### src/rtl/vend_pkg.sv
// vend_pkg: state encoding, change codes and default timing for the dispense sequencer
package vend_pkg;
    typedef enum logic [2:0] {
        ST_IDLE,
        ST_MOTOR,
        ST_WAIT_DROP,
        ST_PAY_HI,
        ST_PAY_LO,
        ST_DONE,
        ST_FAULT
    } vend_disp_state_t;
    localparam logic [1:0] CHG_NONE = 2'b00;
    localparam logic [1:0] CHG_5    = 2'b01;
    localparam logic [1:0] CHG_10   = 2'b10;
    localparam logic [1:0] CHG_15   = 2'b11;
    localparam int DEF_MOTOR_CYCLES = 8;
    localparam int DEF_DROP_TIMEOUT = 16;
    localparam int DEF_PULSE_CYCLES = 2;
    localparam int DEF_GAP_CYCLES   = 2;
    localparam int DEF_CNT_W        = 5;
endpackage

### src/rtl/vend_dispense_ctrl_if.sv
// vend_dispense_ctrl_if: valid/ready vend decision channel from the vending FSM
interface vend_dispense_ctrl_if;
    logic       req_valid;
    logic       req_ready;
    logic       req_out;
    logic [1:0] req_change;
    modport master (output req_valid, req_out, req_change, input req_ready);
    modport slave  (input req_valid, req_out, req_change, output req_ready);
endinterface

### src/rtl/vend_timer.sv
// vend_timer: loadable down-counter that saturates at zero and flags it
module vend_timer #(
    parameter int CNT_W = 5
) (
    input  logic             clk,
    input  logic             rst,
    input  logic             load,
    input  logic             en,
    input  logic [CNT_W-1:0] load_val,
    output logic             zero
);
    logic [CNT_W-1:0] cnt;
    assign zero = cnt == '0;
    always_ff @(posedge clk) begin
        if (!rst)
            cnt <= '0;
        else if (load)
            cnt <= load_val;
        else if (en && !zero)
            cnt <= cnt - 1'b1;
    end
endmodule

### src/rtl/vend_dispense_ctrl.sv
// vend_dispense_ctrl: runs the motor, confirms the drop, then pays change coin by coin
module vend_dispense_ctrl
    import vend_pkg::*;
#(
    parameter int MOTOR_CYCLES = DEF_MOTOR_CYCLES,
    parameter int DROP_TIMEOUT = DEF_DROP_TIMEOUT,
    parameter int PULSE_CYCLES = DEF_PULSE_CYCLES,
    parameter int GAP_CYCLES   = DEF_GAP_CYCLES,
    parameter int CNT_W        = DEF_CNT_W
) (
    input  logic                  clk,
    input  logic                  rst,
    vend_dispense_ctrl_if.slave   req,
    input  logic                  drop_sense,
    input  logic                  fault_clr,
    output logic                  motor_en,
    output logic                  coin_pulse,
    output logic                  busy,
    output logic                  fault,
    output logic                  vend_done
);
    localparam logic [CNT_W-1:0] LD_MOTOR = CNT_W'(MOTOR_CYCLES - 1);
    localparam logic [CNT_W-1:0] LD_WAIT  = CNT_W'(DROP_TIMEOUT - 1);
    localparam logic [CNT_W-1:0] LD_HI    = CNT_W'(PULSE_CYCLES - 1);
    localparam logic [CNT_W-1:0] LD_LO    = CNT_W'(GAP_CYCLES - 1);

    vend_disp_state_t state, nxt;
    logic [1:0]       coins;
    logic             ld, zero;
    logic [CNT_W-1:0] ld_val;

    assign req.req_ready = state == ST_IDLE;
    assign motor_en      = state == ST_MOTOR;
    assign coin_pulse    = state == ST_PAY_HI;
    assign vend_done     = state == ST_DONE;
    assign fault         = state == ST_FAULT;
    assign busy          = !(state == ST_IDLE || state == ST_FAULT);

    vend_timer #(.CNT_W(CNT_W)) u_timer (
        .clk      (clk),
        .rst      (rst),
        .load     (ld),
        .en       (busy && state != ST_DONE),
        .load_val (ld_val),
        .zero     (zero)
    );

    always_ff @(posedge clk) begin
        if (!rst) begin
            state <= ST_IDLE;
            coins <= CHG_NONE;
        end else begin
            state <= nxt;
            if (req.req_valid && req.req_ready)
                coins <= req.req_change;
            else if (state == ST_PAY_HI && zero)
                coins <= coins - 1'b1;
            else if (state == ST_WAIT_DROP && !drop_sense && zero)
                coins <= CHG_NONE;
        end
    end

    // Each timed state preloads the timer with its length minus one on entry
    always_comb begin
        nxt    = state;
        ld     = 1'b0;
        ld_val = '0;
        unique case (state)
            ST_IDLE: if (req.req_valid) begin
                if (req.req_out) begin
                    nxt = ST_MOTOR; ld = 1'b1; ld_val = LD_MOTOR;
                end else if (req.req_change != CHG_NONE) begin
                    nxt = ST_PAY_HI; ld = 1'b1; ld_val = LD_HI;
                end else
                    nxt = ST_DONE;
            end
            ST_MOTOR: if (zero) begin
                nxt = ST_WAIT_DROP; ld = 1'b1; ld_val = LD_WAIT;
            end
            ST_WAIT_DROP: if (drop_sense) begin
                if (coins != CHG_NONE) begin
                    nxt = ST_PAY_HI; ld = 1'b1; ld_val = LD_HI;
                end else
                    nxt = ST_DONE;
            end else if (zero)
                nxt = ST_FAULT;
            ST_PAY_HI: if (zero) begin
                nxt = ST_PAY_LO; ld = 1'b1; ld_val = LD_LO;
            end
            ST_PAY_LO: if (zero) begin
                if (coins != CHG_NONE) begin
                    nxt = ST_PAY_HI; ld = 1'b1; ld_val = LD_HI;
                end else
                    nxt = ST_DONE;
            end
            ST_DONE:  nxt = ST_IDLE;
            ST_FAULT: if (fault_clr) nxt = ST_IDLE;
            default:  nxt = ST_IDLE;
        endcase
    end
endmodule

### src/flat_wrapper.sv
// flat-port wrapper written by rule: the top's interface ports become plain ports
module vend_dispense_ctrl_flat import vend_pkg::*;
#(
    parameter int MOTOR_CYCLES = DEF_MOTOR_CYCLES,
    parameter int DROP_TIMEOUT = DEF_DROP_TIMEOUT,
    parameter int PULSE_CYCLES = DEF_PULSE_CYCLES,
    parameter int GAP_CYCLES   = DEF_GAP_CYCLES,
    parameter int CNT_W        = DEF_CNT_W
)
  (clk, rst, drop_sense, fault_clr, motor_en, coin_pulse, busy, fault, vend_done, req_req_valid, req_req_out, req_req_change, req_req_ready);
  vend_dispense_ctrl_if req_i ();
  input  logic clk;
  input  logic rst;
  input  logic drop_sense;
  input  logic fault_clr;
  output logic motor_en;
  output logic coin_pulse;
  output logic busy;
  output logic fault;
  output logic vend_done;
  input wire logic [$bits(req_i.req_valid)-1:0] req_req_valid;
  input wire logic [$bits(req_i.req_out)-1:0] req_req_out;
  input wire logic [$bits(req_i.req_change)-1:0] req_req_change;
  output wire logic [$bits(req_i.req_ready)-1:0] req_req_ready;
  assign req_i.req_valid = req_req_valid;
  assign req_i.req_out = req_req_out;
  assign req_i.req_change = req_req_change;
  assign req_req_ready = req_i.req_ready;
  vend_dispense_ctrl #(.MOTOR_CYCLES(MOTOR_CYCLES), .DROP_TIMEOUT(DROP_TIMEOUT), .PULSE_CYCLES(PULSE_CYCLES), .GAP_CYCLES(GAP_CYCLES), .CNT_W(CNT_W)) u_core (.clk(clk), .rst(rst), .req(req_i), .drop_sense(drop_sense), .fault_clr(fault_clr), .motor_en(motor_en), .coin_pulse(coin_pulse), .busy(busy), .fault(fault), .vend_done(vend_done));
endmodule
### config.mk
export PLATFORM = sky130hd
export DESIGN_NAME = vend_dispense_ctrl_flat
export DESIGN_NICKNAME = d
export VERILOG_FILES = /design/src/rtl/vend_pkg.sv /design/src/rtl/vend_dispense_ctrl_if.sv /design/src/rtl/vend_timer.sv /design/src/rtl/vend_dispense_ctrl.sv /design/src/flat_wrapper.sv
export SDC_FILE = /design/constraint.sdc
export NUM_CORES = 1
export LEC_CHECK = 0
export CELL_PAD_IN_SITES_DETAIL_PLACEMENT = 2
export CELL_PAD_IN_SITES_GLOBAL_PLACEMENT = 2
export CORE_ASPECT_RATIO = 1.25
export CORE_MARGIN = 1
export CORE_UTILIZATION = 27
export CTS_CLUSTER_DIAMETER = 150
export DETAILED_ROUTE_END_ITERATION = 10
export GPL_TIMING_DRIVEN = 0
export PLACE_DENSITY_LB_ADDON = 0.12
export SLEW_MARGIN = 5
export SYNTH_ARGS = -nofsm -noshare
export SYNTH_HDL_FRONTEND = slang
export SYNTH_HIERARCHICAL = 1
export SYNTH_SLANG_ARGS = --single-unit
### constraint.sdc
create_clock -name clk -period 1.92 [get_ports clk]
set_input_delay 0.48 -clock clk [delete_from_list [all_inputs] [get_ports clk]]
set_output_delay 0.48 -clock clk [all_outputs]
set_load 0.1 [all_outputs]
==> results of run 1 <==
## per-layer routing
layer / track usage / routed length (µm)
met1: 0.2055 / 1261
met5: 0 / 0
met4: 0.09868 / 59
met3: 0.01370 / 62
met2: 0.4090 / 2066
## sequential cells by signal, indices dropped and copies added, names as in the netlist
name	cells
u_core/u_timer/cnt	5
u_core/state	3
u_core/coins	2
## cells by family (layout without fill, tap and decap cells)
| logic type | Yosys count | count (layout) | share of synthesized area |
|---|---|---|---|
| mux | 3 | 3 | 0.03315 |
| flops | 10 | 10 | 0.2210 |
| fa+ha+maj | 2 | 2 | 0.02762 |
| other cells | 1 | 1 | 0.004140 |
| simple gates | 50 | 50 | 0.3398 |
| buf+inv | 16 | 51 | 0.1063 |
| compound gates | 34 | 34 | 0.2680 |
## repair_timing
item / in CTS / in global routing
buffers inserted: 12 / 7
gates resized for setup: 57 / 26
pin swaps: 2 / 5
setup endpoints to repair: 11 / 14
## cells in the final DEF (no fill, tap or decap), types with 2 or more instances in the layout
master and instances:
a21oi_1 9, a31oi_1 2, and2_1 2, and2_4 2, buf_12 3, buf_4 19, buf_6 6, clkbuf_8 4
clkdlybuf4s50_1 4, dfxtp_1 7, dfxtp_2 2, dlygate4sd2_1 2, inv_1 5, inv_4 2, mux2i_1 3, nand2_1 5
nand2b_1 5, nand3_1 2, nor2_1 6, nor2b_2 2, nor3_1 4, nor3_4 2, nor3b_2 3, o211ai_1 2
o21ai_0 4, o21ai_1 2, o21ai_2 3, or4b_4 2
## power breakdown
group / total [mW] / internal, mW / switching, mW
Sequential: 0.348 / 0.285 / 0.0625
Combinational: 2.25 / 1.01 / 1.24
Clock: 0.209 / 0.136 / 0.0727
## tightest hold or removal path: cells and delay by family, from the launching register on
family          cells  cell delay, ps
flops               1             310
compound gates      2             130
## how the worst max path moves through the flow
stage	end	slack, ps	cells past startpoint
after floorplan	u_core/u_timer/cnt[4]$_SDFFE_PN0P_	-350	9
after global placement	fault	-620	5
after detailed placement	fault	-650	5
after CTS	fault	-20	5
after global routing	u_core/u_timer/cnt[3]$_SDFFE_PN0P_	-60	8
final	u_core/u_timer/cnt[0]$_SDFFE_PN0P_	-20	9
## metrics by stage
| step | hold slack [ps] | instances | instance area, µm² |
|---|---|---|---|
| final | 497.3 | 188 | 1449 |
| after global routing | 530.7 | 188 | 1449 |
| after CTS | 503.8 | 181 | 1308 |
| after detailed placement | 496.3 | 166 | 1115 |
| after global placement | 464.4 | 166 | 1115 |
| after floorplan | 448.0 | 116 | 938.4 |
## final cells by class
type / instances / area [µm²] / share of cell area
timing repair buffer: 32 / 295.3 / 0.2038
inverter: 9 / 43.79 / 0.03022
clock buffer: 3 / 41.29 / 0.02850
buffer: 7 / 86.33 / 0.05959
tap: 37 / 46.29 / 0.03195
multi-input combinational: 90 / 729.5 / 0.5035
sequential: 10 / 206.4 / 0.1425
==> impl_metrics.csv, run 1 <==
group,metric,value,unit
worst_hold_path,hp-class,"reg -> reg",
power,p_per_area,1937,mW/mm²
status,status,"finished, violations left",
routing,drtPass1Iterations,4,
worst_setup_path,crit_type,"reg -> reg",
cells_and_area,nFillCells,351,
timing,finalWorstSetupSlack,-15.78,ps
clocking,cts_sinks,10,
placement,gp_congestion,0.7124,
timing,fin_setup_tns,-15.78,ps
clocking,path_clk_slew,40,ps
worst_setup_path,startpoint,"u_core/state[2]$_SDFFE_PN0P_",
synthesis,syn_inst,116,
cells_and_area,n_antenna_cell,0,
global_routing,grt_pass1_vias,1078,
global_routing,grt_pass1_wl,5126,µm
worst_hold_path,holdPathEnd,"u_core/coins[0]$_SDFFE_PN0P_",
worst_hold_path,min_from,"u_core/coins[0]$_SDFFE_PN0P_",
timing,hold_violations,0,
worst_setup_path,crit_required,2040,ps
cells_and_area,post-route-util,0.4536,
synthesis,synth_edf_count,0,
cells_and_area,area_growth,59.94,%
placement,io_buffer_count,13,
synthesis,synth_largest_area_cell,"dfxtp_1",
synthesis,yosys-top-cells-count,"dfxtp_1, a21oi_1, inv_1, nor2_1, o21ai_0",
worst_setup_path,end_kind,"register",
global_routing,track_usage,0.2075,
synthesis,syn_avg_cell_area,7.809,µm²
worst_setup_path,reg2reg_slack,-20,ps
cells_and_area,num-nets-final,163,
routing,drtIter0Drc,15,
synthesis,async_reset_ff_frac,0,
global_routing,grt_max_degree,12,
worst_hold_path,hold_path_depth,2,
clocking,tritoncts,"done",
clocking,cts_max_level,1,
synthesis,synth-seq-cells,10,
routing,wl_per_cell,18.34,µm
timing,slew_violations,0,
routing,antenna_left,0,
global_routing,grt.overflow.total,0,
clocking,clock_latency,230,ps
worst_setup_path,ff2ff_path_depth,9,
clocking,numCtsBuffers,3,
timing,post-route-period-util,1.008,
worst_setup_path,crit_slowest_cell,"nor3_1",
timing,finalSetupViolCount,1,
timing,fin_crit,1936,ps
floorplan,initial_core_util,0.2836,
placement,dp_slack,-646.1,ps
worst_setup_path,cp_top_family,"simple AND/OR/NAND/NOR gates",
synthesis,synth_area,905.9,µm²
global_routing,antenna_found_initial,0,
synthesis,synth_ff_type,"dfxtp_1",
synthesis,synth_top_cell_area_share,0.2210,
synthesis,yosysWarnings,6,
synthesis,syn_nets,126,
worst_setup_path,critical_path.max_fanout,10,
routing,routed_wl,3448,µm
synthesis,seq_area_frac_synth,0.2210,
timing,clock_skew,0.7248,ps
worst_setup_path,critical_path_buf_inv_count,4,
floorplan,fp.dieH,66.76,µm
routing,viasPerCell,5.356,
clocking,root_buffer,"clkbuf_8",
cells_and_area,drive_gt1_frac,0.4702,
power,p_leak,0.6059,nW
timing,grt_setup_unrepaired,"true",
routing,drc,0,
timing,fmax,516.6,MHz
placement,dp_hpwl,2249,µm
flow_run,cap_viol_max_count,0,
worst_setup_path,worstPathArrival,2050,ps
synthesis,synthTopCellsByArea,"dfxtp_1, a21oi_1, o21ai_0",
floorplan,die_area,0.003592,mm²
status,violations,"setup timing",
synthesis,yosysMostFrequentCell,"dfxtp_1",
worst_setup_path,cpPeakStageDelay,330,ps
synthesis,yosys.cell_types.count,47,
worst_setup_path,start_kind,"register",
clocking,cts_buffer_depth,2,
power,power,2.807,mW
floorplan,num_rows,23,
floorplan,core_area,0.003194,mm²
floorplan,die_width,53.81,µm
clocking,cts_hold_buf,0,
power,vdd_drop_max,0.9958,mV
worst_setup_path,reg2reg_from,"u_core/state[2]$_SDFFE_PN0P_",
floorplan,io_pins,14,
worst_setup_path,timing.rr.end,"u_core/u_timer/cnt[0]$_SDFFE_PN0P_",
routing,vias,1007,
worst_setup_path,worstPathCellList,"buf_6 > buf_12 > and2b_1 > nor3_1 > nor2_4 > buf_4 > inv_1 > nor3_2 > o311a_1",
Note: power is estimated with default switching activity, not from simulation.
==> run 2, diff against run 1 <==
--- a/config.mk
+++ b/config.mk
@@ -5,11 +5,13 @@
 export SDC_FILE = /design/constraint.sdc
 export NUM_CORES = 1
 export LEC_CHECK = 0
+export ABC_AREA = 1
+export CAP_MARGIN = 20
 export CELL_PAD_IN_SITES_DETAIL_PLACEMENT = 2
 export CELL_PAD_IN_SITES_GLOBAL_PLACEMENT = 2
 export CORE_ASPECT_RATIO = 1.25
 export CORE_MARGIN = 1
-export CORE_UTILIZATION = 27
+export CORE_UTILIZATION = 23
 export CTS_CLUSTER_DIAMETER = 150
 export DETAILED_ROUTE_END_ITERATION = 10
 export GPL_TIMING_DRIVEN = 0
==> run 2 against run 1 <==
Net effect:
- the flow now finishes without violations
- final cell count up 14%
- via count rose by 0.30%
- non-clock buffer count fell by 19
- die area is 10% higher
- flip-flop and latch count stayed put
- setup slack gained 93 ps
- synthesized area fell by 5.7%
- total power decreased by 15%
- routed wire length down 13%
==> impl_metrics.csv, run 2 <==
group,metric,value,unit
status,status,"completed",
timing,grt_setup_unrepaired,"true",
cells_and_area,reg_top3,"u_core/u_timer/cnt: 5 flops, u_core/state: 3 flops, u_core/coins: 2 flops",
global_routing,track_usage,0.1566,
global_routing,grt.overflow.total,0,
routing,drtPass1Iterations,3,
power,p_per_area,1977,mW/mm²
synthesis,syn_avg_cell_area,5.622,µm²
synthesis,async_reset_ff_frac,0,
synthesis,synth_top_cell_area_share,0.2343,
power,p_comb_frac,0.751,
floorplan,core_area,0.003513,mm²
timing,fin_crit,1843,ps
power,p_seq_frac,0.153,
clocking,cts_max_level,1,
flow_run,cap_viol_max_count,0,
routing,vias,1010,
placement,dp_hpwl,2387,µm
floorplan,die_width,56.52,µm
cells_and_area,top_register,"u_core/u_timer/cnt",
synthesis,yosysMostFrequentCell,"nor2_1",
timing,fmax,542.6,MHz
routing,routed_wl,3003,µm
power,p_leak,0.5896,nW
timing,clock_skew,3.334,ps
cells_and_area,final_cell_mix,"nand2_1, nor2_1, inv_1",
synthesis,seq_area_frac_synth,0.2343,
cells_and_area,area_growth,41.43,%
worst_hold_path,hp-class,"reg -> reg",
synthesis,synth_ff_type,"dfxtp_1",
clocking,cts_hold_buf,0,
clocking,path_clk_slew,50,ps
clocking,root_buffer,"clkbuf_8",
clocking,cts_sinks,10,
global_routing,grt_max_degree,13,
timing,tightest_slew,600.3,ps
global_routing,antenna_found_initial,0,
placement,gp_congestion,0.8063,
synthesis,yosysWarnings,6,
power,clockPowerShare,0.096,
timing,finalSetupViolCount,0,
synthesis,syn_inst,152,
synthesis,synth_largest_area_cell,"dfxtp_1",
timing,slew_violations,0,
clocking,tritoncts,"done",
routing,drtIter0Drc,11,
routing,antenna_left,0,
synthesis,synth-seq-cells,10,
clocking,numCtsBuffers,3,
clocking,clock_latency,240,ps
synthesis,yosys-top-cells-count,"nor2_1, nand2_1, inv_1, nand3_1, dfxtp_1",
power,switching_share,0.5811,
cells_and_area,layout_commonest_cell,"nand2_1",
synthesis,synth_edf_count,0,
worst_setup_path,critical_path.max_fanout,6,
floorplan,io_pins,14,
clocking,cts_buffer_depth,2,
global_routing,grt_pass1_wl,4719,µm
synthesis,synthTopCellsByArea,"dfxtp_1, nor2_1, nand2_1",
cells_and_area,n_antenna_cell,0,
global_routing,grt_pass1_vias,1043,
timing,max_slew_margin,0.5967,
floorplan,die_area,0.003965,mm²
cells_and_area,post-route-util,0.3440,
worst_setup_path,crit_required,2100,ps
worst_setup_path,start_kind,"primary input",
synthesis,yosys.cell_types.count,21,
synthesis,synth_area,854.6,µm²
power,vdd_drop_max,0.7336,mV
routing,viasPerCell,4.720,
worst_setup_path,worstPathArrival,2020,ps
placement,io_buffer_count,13,
floorplan,num_rows,24,
worst_setup_path,end_kind,"register",
power,intPower,1.001,mW
cells_and_area,drive_gt1_frac,0.2857,
routing,wl_per_cell,14.03,µm
floorplan,initial_core_util,0.2432,
routing,drc,0,
floorplan,fp.dieH,70.15,µm
cells_and_area,largest_register_ffs,5,
power,power.switching,1.389,mW
timing,post-route-period-util,0.9599,
timing,hold_violations,0,
cells_and_area,num-nets-final,187,
synthesis,syn_nets,162,
timing,holdWs,504.7,ps
worst_setup_path,crit_type,"in -> reg",
-- run 2: worst paths after layout --
path / slack, ps / start / to / depth (start not counted)
worst max-delay path: 80 / req_req_change[0] / u_core/u_timer/cnt[3]$_SDFFE_PN0P_ / 12
worst min-delay path: 500 / u_core/coins[1]$_SDFFE_PN0P_ / u_core/coins[1]$_SDFFE_PN0P_ / 2
worst max register to register: 110 / u_core/u_timer/cnt[0]$_SDFFE_PN0P_ / u_core/u_timer/cnt[3]$_SDFFE_PN0P_ / 12
worst min register to register: 500 / u_core/coins[1]$_SDFFE_PN0P_ / u_core/coins[1]$_SDFFE_PN0P_ / 2
-- run 2: cell type report --
type / instances / area [µm²]
Clock buffer: 3 / 41.29
Fill cell: 437 / 2305
Inverter: 29 / 113.9
Multi-Input combinational cell: 112 / 616.8
Sequential cell: 10 / 202.7
Tap cell: 39 / 48.80
Timing Repair Buffer: 20 / 177.7
Timing Repair inverter: 1 / 7.507
-- run 2: repair_timing --
item / CTS / global route
setup buffers: 1 / 6
setup endpoints to repair: 11 / 11
endpoints found under the hold margin: 0 / 0
pin swaps: 2 / 6
resized for setup: 42 / 17
gates cloned: 0 / 1
-- run 2: critical path, stage by stage --
cell and delay (ps):
clkdlybuf4s50_1 430, inv_1 60, nand2_1 80, nor2_2 150, o22ai_2 100, nor2_2 150, o21ai_4 110, clkinvlp_4 140
nor2_1 50, nor2_1 130, nand2_1 70, nor2_1 70
-- run 2: power by group through the flow --
stage,Combinational [mW],Clock [mW],Sequential [mW]
final,1.79,0.229,0.366
after global placement,1.53,0,0.355
after detailed placement,1.58,0,0.362
after CTS,1.60,0.236,0.358
after floorplan,1.23,0,0.342
after global routing,1.97,0.247,0.378
-- run 2: cells by family (layout without fill, tap and decap cells) --
group | count (synthesis) | after routing | share of synthesized area
flops | 10 | 10 | 0.2343
fa+ha+maj | 2 | 2 | 0.02928
simple gates | 93 | 93 | 0.4846
other cells | 1 | 1 | 0.004388
buf+inv | 30 | 53 | 0.1362
compound gates | 16 | 16 | 0.1113
-- run 2: through the flow --
step                instance area (µm²)  power [mW]  setup slack, ps  TNS [ps]  instances
detailed placement                 1060       1.942           -580.6     -4737        204
finish                             1209       2.390            77.04         0        214
floorplan                         880.8       1.576           -211.2    -648.8        152
global placement                   1060       1.887           -560.8     -4339        204
global route                       1209       2.591           -29.66    -67.13        214
CTS                                1097       2.195            2.526         0        207
-- run 2: routing by layer --
layer / vias to the layer above / routed length [µm] / global-route usage
met5: - / 0 / 0
li1: 514 / - / -
met3: 4 / 45 / 0.02778
met4: 0 / 41 / 0.05691
met2: 7 / 1744 / 0.3033
met1: 485 / 1171 / 0.1623
